<file path="src/rtl/fetch_queue.sv">
// fetch_queue: instruction fetch stage. Reads instruction memory at the
// current PC, advances the PC on each hit, and buffers {pc, instr} pairs in
// a small FIFO toward decode. Handles redirect (flush) and halt-word stop.
module fetch_queue #(
  parameter int          DEPTH     = 2,
  parameter logic [31:0] HALT_WORD = 32'hFFFF_FFFF
) (
  input  logic        CLK,
  input  logic        RST,
  input  logic [31:0] cpc,
  output logic        pcEn,
  input  logic        flush,
  output logic        iREN,
  output logic [31:0] iaddr,
  input  logic        ihit,
  input  logic [31:0] iload,
  output logic        out_valid,
  input  logic        out_ready,
  output logic [31:0] out_instr,
  output logic [31:0] out_pc,
  output logic [31:0] out_npc,
  output logic        fetch_halted
);

  localparam int AW    = (DEPTH > 1) ? $clog2(DEPTH) : 1;
  localparam int CNT_W = AW + 1;

  typedef enum logic {FETCH, HALTED} state_t;

  state_t           state;
  logic [CNT_W-1:0] count;
  logic [AW-1:0]    rd_ptr, wr_ptr;
  logic [31:0]      pc_mem    [DEPTH];
  logic [31:0]      instr_mem [DEPTH];

  logic full, accept, pop;

  // Full uses the registered count only, so decode's ready never reaches iREN.
  assign full      = (count == CNT_W'(DEPTH));
  assign iaddr     = cpc;
  assign iREN      = (state == FETCH) & ~full & ~flush & ~RST;
  assign accept    = iREN & ihit;
  assign pcEn      = (accept | flush) & ~RST;
  assign out_valid = (count != '0) & ~RST;
  assign pop       = out_valid & out_ready;
  assign fetch_halted = (state == HALTED) & ~RST;

  assign out_pc    = pc_mem[rd_ptr];
  assign out_instr = instr_mem[rd_ptr];
  assign out_npc   = out_pc + 32'd4;

  // Control: fetch/halt state, occupancy and pointers; flush discards all.
  always_ff @(posedge CLK) begin
    if (RST) begin
      state  <= FETCH;
      count  <= '0;
      rd_ptr <= '0;
      wr_ptr <= '0;
    end else if (flush) begin
      state  <= FETCH;
      count  <= '0;
      rd_ptr <= '0;
      wr_ptr <= '0;
    end else begin
      if (accept) wr_ptr <= wr_ptr + 1'b1;
      if (pop)    rd_ptr <= rd_ptr + 1'b1;
      case ({accept, pop})
        2'b10:   count <= count + 1'b1;
        2'b01:   count <= count - 1'b1;
        default: count <= count;
      endcase
      // The halt word itself is still queued and delivered to decode.
      if (accept && (iload == HALT_WORD)) state <= HALTED;
    end
  end

  // Entry storage; contents are don't-care after reset, so no reset here.
  always_ff @(posedge CLK) begin
    if (accept) begin
      pc_mem[wr_ptr]    <= cpc;
      instr_mem[wr_ptr] <= iload;
    end
  end

endmodule

</file>
<file path="config.mk">
export PLATFORM = sky130hd
export DESIGN_NAME = fetch_queue
export DESIGN_NICKNAME = d
export VERILOG_FILES = /design/src/rtl/fetch_queue.sv
export SDC_FILE = /design/constraint.sdc
export NUM_CORES = 1
export LEC_CHECK = 0
export BUFFER_PORTS_ARGS = -buffer_cell sky130_fd_sc_hd__buf_2
export CAP_MARGIN = 10
export CORE_ASPECT_RATIO = 0.8
export CORE_UTILIZATION = 45
export DETAILED_ROUTE_END_ITERATION = 6
export PLACE_DENSITY = 0.75
export SLEW_MARGIN = 15
export SYNTH_ARGS = -nofsm -noshare
export SYNTH_HDL_FRONTEND = slang
export SYNTH_SLANG_ARGS = --single-unit
</file>
<file path="constraint.sdc">
create_clock -name CLK -period 4.9 [get_ports CLK]
set_input_delay 0.735 -clock CLK [delete_from_list [all_inputs] [get_ports CLK]]
set_output_delay 0.735 -clock CLK [all_outputs]
set_load 0.01 [all_outputs]
</file>
==> run_results.csv, run 1 <==
group,metric,value,unit
run_status,status,"finished clean",
clock_network,cts.path.max_buffers,2,
routing,wl_per_cell,16.6,µm
setup_path,rrSetupSlack,2.28,ns
cells_and_area,diodes,0,
clock_network,ctsHoldBuffers,0,
power_and_ir_drop,pwr-share-seq,46.1,%
sta,fin_ws,0.780,ns
power_and_ir_drop,p_per_area,363,nW/µm²
clock_network,clock_latency,0.41,ns
synthesis,synth_nets,484,
floorplan,dieArea,14000,µm²
routing,via_per_inst,5.15,
sta,timing.setup.tns,0,ns
sta,maxSlewViolCount,0,
setup_path,crit_type,"flop to output port",
sta,hold_ws,0.520,ns
synthesis,yosys_register_bits,134,
floorplan,pin_count,201,
routing,drt_first_pass_iters,6,
sta,slew_headroom,32.4,%
cells_and_area,final_area,7670,µm²
routing,remaining_drc_errors,0,
setup_path,r2r_start,"count[0]",
clock_network,ctsHtreeMaxLevel,4,
sta,worstMarginPinSlew,1.01,ns
routing,ant_nets,0,
global_routing,grt-ovfl-total,0,
worst_hold_path,min-delay-start,"count[1]",
floorplan,core-area,13000,µm²
routing,drtIter0Drc,248,
sta,hold_violations,0,
placement,dp_hpwl,9320,µm
sta,setup_viol,0,
clock_network,postCtsResizedCells,0,
clock_network,cts_setup_buffers,0,
sta,rsz0062_at_grt,"false",
floorplan,fp.dieW,132,µm
worst_hold_path,min_path_type,"flop to flop",
synthesis,postSynthCellCount,413,
synthesis,yosysUniqueCellTypes,44,
power_and_ir_drop,peakVddDrop,0.370,mV
sta,min_period,4.12,ns
sta,fin_crit_sh,84.1,%
global_routing,groute.usage.overall,18.8,%
placement,gp_congestion,0.867,
sta,fmax,243,MHz
clock_network,cts.sinks,134,
power_and_ir_drop,p_comb_share,5.7,%
routing,vias,4005,
setup_path,cp.required,4.16,ns
power_and_ir_drop,p_clk_share,48.2,%
synthesis,syn_area,6090,µm²
synthesis,ys_warn_count,0,
floorplan,fp-row-count,37,
global_routing,grt_pass1_vias,3991,
setup_path,crit_path_start_kind,"flop",
clock_network,cts_tree,"yes",
synthesis,yosysSeqAreaShare,65.1,%
placement,port_buffers,200,
placement,post_dp_cell_area,7040,µm²
cells_and_area,final_cell_mix,"buf_2 (200), edfxtp_1 (128), mux2_2 (52)",
global_routing,grt_pass1_wl,20000,µm
placement,pre_cts_slack,1.20,ns
clock_network,clk_pin_slew,0.05,ns
floorplan,fp.dieH,106,µm
cells_and_area,fin_util,59.0,%
cells_and_area,syn_to_final_growth,26.0,%
floorplan,start_util,46.8,%
synthesis,synth.avg_cell_area,14.8,µm²
routing,totalWireLength,12900,µm
power_and_ir_drop,internal_power,2.22,mW
placement,dp_cells,746,
cells_and_area,fin_nets,661,
cells_and_area,drive_above_1_share,49.4,%
power_and_ir_drop,p_switching,563,µW
power_and_ir_drop,switching_share,20.2,%
setup_path,cp_max_fo,49,
cells_and_area,final.fill_count,1038,
job,drv_cap,0,
global_routing,antenna_found_initial,0,
global_routing,grt_max_degree,58,
cells_and_area,final_cells,778,
power_and_ir_drop,power,2.78,mW
setup_path,end_kind,"output port",
sta,clock_skew,0.00762,ns
setup_path,worstPathArrival,3.38,ns
power_and_ir_drop,p_leak,2.95,nW
clock_network,cts_buffers,17,
cells_and_area,final_common_cell,"buf_2",
clock_network,cts_root_buf,"clkbuf_16",
-- worst paths after layout --
check / depth (start not counted) / endpoint
min: 2 / count[1]
max reg2reg: 5 / pc_mem[0][28]
max: 9 / out_npc[22]
min reg2reg: 2 / count[1]
-- power groups by stage --
stage | combinational (mW) | sequential, mW | clock, mW
floorplan | 0.0879 | 1.31 | 0
global placement | 0.156 | 1.31 | 0
detailed placement | 0.160 | 1.31 | 0
CTS | 0.161 | 1.28 | 1.36
global route | 0.173 | 1.29 | 1.40
finish | 0.159 | 1.28 | 1.34
-- sequential cells by signal (all words and copies together), names as in the netlist, named ones only --
| register | count |
|---|---|
| rd_ptr | 1 |
| state | 1 |
| instr_mem | 64 |
| pc_mem | 64 |
| wr_ptr | 1 |
| count | 2 |
-- layout make-up --
class	count	area (µm²)	area share, %
Timing Repair Buffer	205	1040	13.5
Inverter	10	37.5	0.489
Tap cell	175	219	2.85
Multi-Input combinational cell	222	1780	23.2
Clock inverter	12	176	2.30
Clock buffer	20	457	5.95
Sequential cell	134	3970	51.7
-- layer usage --
metal | track usage (%) | up-vias | part of all wire (%)
met1 | 23.1 | 1947 | 43
met5 | 0 | - | 0
met4 | 6.73 | 0 | 0.97
li1 | - | 1890 | -
met3 | 5.53 | 9 | 6.6
met2 | 31.7 | 159 | 50
-- kinds of logic (layout without fill, tap and decap cells) --
group                    Yosys count  after routing  share of synthesized area [%]
multiplexers                      57             57                           10.4
AO/OA/AOI/OAI                     31             31                           3.98
buffers and inverters             57            247                           6.00
AND/OR/NAND/NOR                  101            101                           9.65
XOR/XNOR                          31             31                           4.46
flip-flops                       134            134                           65.1
adder cells (fa/ha/maj)            2              2                          0.411
-- synthesized netlist by cell type, drive strengths merged --
master | number | area (µm²)
and2b | 1 | 7.51
nor4b | 1 | 15.0
a21o | 5 | 37.5
nor2b | 6 | 37.5
a22oi | 3 | 22.5
a2111oi | 1 | 27.5
o21ai | 6 | 30.0
nand2b | 1 | 6.26
edfxtp | 128 | 3840
a32oi | 1 | 8.76
mux2i | 5 | 50.1
o22ai | 1 | 6.26
mux2 | 52 | 586
nor2 | 17 | 63.8
inv | 10 | 37.5
a32o | 4 | 40.0
buf | 44 | 317
nand4 | 15 | 106
a31oi | 3 | 18.8
nor4 | 5 | 31.3
nand3b | 8 | 72.6
or3 | 1 | 6.26
xnor2 | 17 | 149
nor3 | 3 | 20.0
xor2 | 14 | 123
a21oi | 3 | 15.0
and2 | 3 | 18.8
a41oi | 1 | 8.76
clkbuf | 3 | 11.3
nand2 | 17 | 63.8
nand3 | 20 | 100
dfxtp | 6 | 120
a222oi | 2 | 20.0
a21boi | 1 | 7.51
or2 | 1 | 6.26
ha | 2 | 25.0
nand4b | 2 | 32.5
-- worst max-delay path, stage by stage (launching register included) --
cell and delay, ns:
dfxtp_4 0.76, mux2i_1 0.19, inv_1 0.10, ha_1 0.23, inv_1 0.10, a2111oi_4 0.50, nand4_2 0.34, nor4_1 0.42
xor2_1 0.17, buf_2 0.14
(Power assumes the default switching activity.)
==> run 2, diff against run 1 <==
--- a/config.mk
+++ b/config.mk
@@ -5,12 +5,13 @@
 export SDC_FILE = /design/constraint.sdc
 export NUM_CORES = 1
 export LEC_CHECK = 0
+export ABC_AREA = 1
 export BUFFER_PORTS_ARGS = -buffer_cell sky130_fd_sc_hd__buf_2
 export CAP_MARGIN = 10
 export CORE_ASPECT_RATIO = 0.8
 export CORE_UTILIZATION = 45
 export DETAILED_ROUTE_END_ITERATION = 6
-export PLACE_DENSITY = 0.75
+export PLACE_DENSITY = 0.72
 export SLEW_MARGIN = 15
 export SYNTH_ARGS = -nofsm -noshare
 export SYNTH_HDL_FRONTEND = slang
==> constraint.sdc (replaced) <==
create_clock -name CLK -period 4 [get_ports CLK]
set_input_delay 0.6 -clock CLK [delete_from_list [all_inputs] [get_ports CLK]]
set_output_delay 0.6 -clock CLK [all_outputs]
set_load 0.01 [all_outputs]
==> run 2 against run 1 <==
Effect of this change:
- clock power increased by 12%
- sequential power increased by 23%
- critical path type unchanged
- die area increased by 1.4%
- critical path depth decreased by 1
- flip-flop and latch count unchanged
- power increased by 18%
- critical endpoint is now out_npc[8]
- synthesized cell count increased by 52%
==> run_results.csv, run 2 <==
group,metric,value,unit
cells_and_area,syn_to_final_growth,25.2,%
routing,drt_first_pass_iters,5,
floorplan,pin_count,201,
placement,port_buffers,200,
power_and_ir_drop,peakVddDrop,0.296,mV
clock_network,postCtsResizedCells,0,
routing,totalWireLength,14200,µm
global_routing,grt_max_degree,56,
synthesis,synthArstFlopShare,0,%
setup_path,end_kind,"output port",
synthesis,synth_nets,697,
setup_path,cp_slowest_stage_delay,0.45,ns
cells_and_area,fin_nets,875,
global_routing,grt_pass1_vias,4130,
synthesis,synth_top_area_share,62.2,%
global_routing,groute.usage.overall,20.4,%
synthesis,synth_top_flop_cell,"edfxtp_1",
power_and_ir_drop,p_leak,3.40,nW
setup_path,slowest_stage,"nor2_1",
routing,ant_nets,0,
sta,worstMarginPinSlew,0.786,ns
cells_and_area,final.fill_count,1199,
floorplan,core-area,13100,µm²
setup_path,cp.required,3.40,ns
sta,timing.setup.tns,0,ns
global_routing,grt-ovfl-total,0,
cells_and_area,final_common_cell,"nand2_1",
clock_network,cts.path.max_buffers,2,
sta,clock_skew,0.00829,ns
run_status,status,"finished clean",
synthesis,yosysUniqueCellTypes,26,
floorplan,fp.dieH,107,µm
power_and_ir_drop,p_per_area,423,nW/µm²
synthesis,yosysMostFrequentCell,"nand2_1",
clock_network,clock_latency,0.40,ns
setup_path,rrSetupSlack,1.89,ns
sta,hold_violations,0,
placement,gp_congestion,0.967,
sta,fmax,304,MHz
cells_and_area,final_cell_mix,"nand2_1 (280), buf_2 (200), edfxtp_1 (128)",
floorplan,fp.dieW,133,µm
setup_path,crit_chain,"inv_2, nand2_1, nand2_1, ha_1, nand3_2, nor2_1, xor2_1, buf_2",
sta,rsz0062_at_grt,"false",
sta,fin_crit_sh,82.2,%
setup_path,cpMostUsedCell,"nand2_1",
sta,maxSlewViolCount,0,
synthesis,synth_commonest_cells,"nand2_1 (280), edfxtp_1 (128), nor2_1 (55), buf_4 (37), inv_1 (31)",
synthesis,synth_edf_count,128,
synthesis,postSynthCellCount,626,
clock_network,cts_root_buf,"clkbuf_16",
sta,setup_viol,0,
synthesis,yosys_register_bits,134,
floorplan,start_util,47.0,%
synthesis,synth.avg_cell_area,9.87,µm²
floorplan,dieArea,14200,µm²
setup_path,cp_max_fo,24,
setup_path,crit_type,"flop to output port",
job,drv_cap,0,
global_routing,antenna_found_initial,0,
clock_network,clk_pin_slew,0.06,ns
power_and_ir_drop,power,3.27,mW
synthesis,yosys.area.top_type,"edfxtp_1",
placement,pre_cts_slack,1.11,ns
cells_and_area,largest_registers,"instr_mem: 64 flops, pc_mem: 64 flops, count: 2 flops",
sta,slew_headroom,47.5,%
synthesis,synth.area.top_cells,"edfxtp_1 (62%), nand2_1 (17%), buf_4 (4.5%), nor2_1 (3.3%), dfxtp_1 (1.9%)",
routing,wl_per_cell,14.3,µm
clock_network,cts.sinks,134,
clock_network,cts_setup_buffers,0,
synthesis,syn_area,6180,µm²
clock_network,ctsHoldBuffers,0,
routing,remaining_drc_errors,0,
setup_path,crit_path_start_kind,"flop",
floorplan,fp-row-count,37,
worst_hold_path,min_path_type,"input port to flop",
global_routing,grt_pass1_wl,21700,µm
clock_network,ctsHtreeMaxLevel,4,
routing,via_per_inst,4.65,
sta,min_period,3.29,ns
synthesis,yosysSeqAreaShare,64.1,%
cells_and_area,drive_above_1_share,33.2,%
clock_network,cts_tree,"yes",
synthesis,ys_warn_count,0,
setup_path,worst-path-buf-inv,2,
setup_path,worstPathArrival,2.69,ns
sta,fin_ws,0.713,ns
clock_network,cts_buffers,17,
placement,dp_hpwl,10300,µm
setup_path,cpLargestDelayFamily,"simple AND/OR/NAND/NOR gates",
routing,vias,4620,
routing,drtIter0Drc,349,
[run 2: changes by cell type after synthesis, moves of 6 or more]
cell      previous run  this run
inv_1               10        31
nand3b_1             7         0
nor2_2               0         6
nand2_1             17       280
nand2_2              0        18
nor2b_1              6         0
nand3_1             20        14
xnor2_1             17         4
nand4_1             13         5
mux2_2              52         0
nor2_1              17        55
[run 2: cell families (layout without fill, tap and decap cells)]
group	Yosys count	count (layout)	share of synthesized area (%)
buf+inv	81	272	7.45
flops	134	134	64.1
other cells	0	1	0
fa+ha+maj	2	2	0.405
xor+xnor	14	14	1.98
simple gates	387	387	25.4
compound gates	8	8	0.648
[run 2: cell type report]
cell class	count	area, µm²	area share, %
antenna	1	2.50	0.0323
clock buffer	17	425	5.50
clock inverter	15	154	1.99
inverter	33	124	1.60
multi-input combinational	411	1770	22.9
sequential	134	3970	51.2
tap	175	219	2.83
timing repair buffer	207	1080	13.9
[run 2: layer usage]
layer	wire length (µm)	up-vias	global-route usage, %
met5	0	-	0
met4	126	0	7.14
met3	700	10	4.16
met2	6780	138	32.7
met1	6550	2121	27.7
li1	-	2351	-
[run 2: per-stage QoR]
step	utilization [%]	area [µm²]	cells	hold WS (ns)
2_1_floorplan	-	6190	626	0.450
3_3_place_gp	54.4	7160	960	0.471
3_5_place_dp	54.4	7160	960	0.484
4_1_cts	58.9	7740	992	0.384
5_1_grt	58.9	7740	992	0.381
6_report	58.9	7740	993	0.400
[run 2: power by group]
part	total, mW	switching (mW)	internal, mW	leakage, nW
combinational	0.202	0.126	0.0767	1.92
clock	1.50	0.583	0.920	0.277
sequential	1.57	0.00527	1.56	1.21
[run 2: worst paths after layout]
check,start,endpoint,cells past startpoint
max,flop,out_npc[8],8
max reg2reg,count[0],pc_mem[0][8],5
min,cpc[3],pc_mem[0][3],1
min reg2reg,rd_ptr,rd_ptr,2
[run 2: worst register-to-register path, delay by kind of cell (launching register included)]
family                 cells  cell delay [ns]
buffers and inverters      1             0.33
AND/OR/NAND/NOR            3             0.98
flip-flops                 1             0.39
AO/OA/AOI/OAI              1             0.11
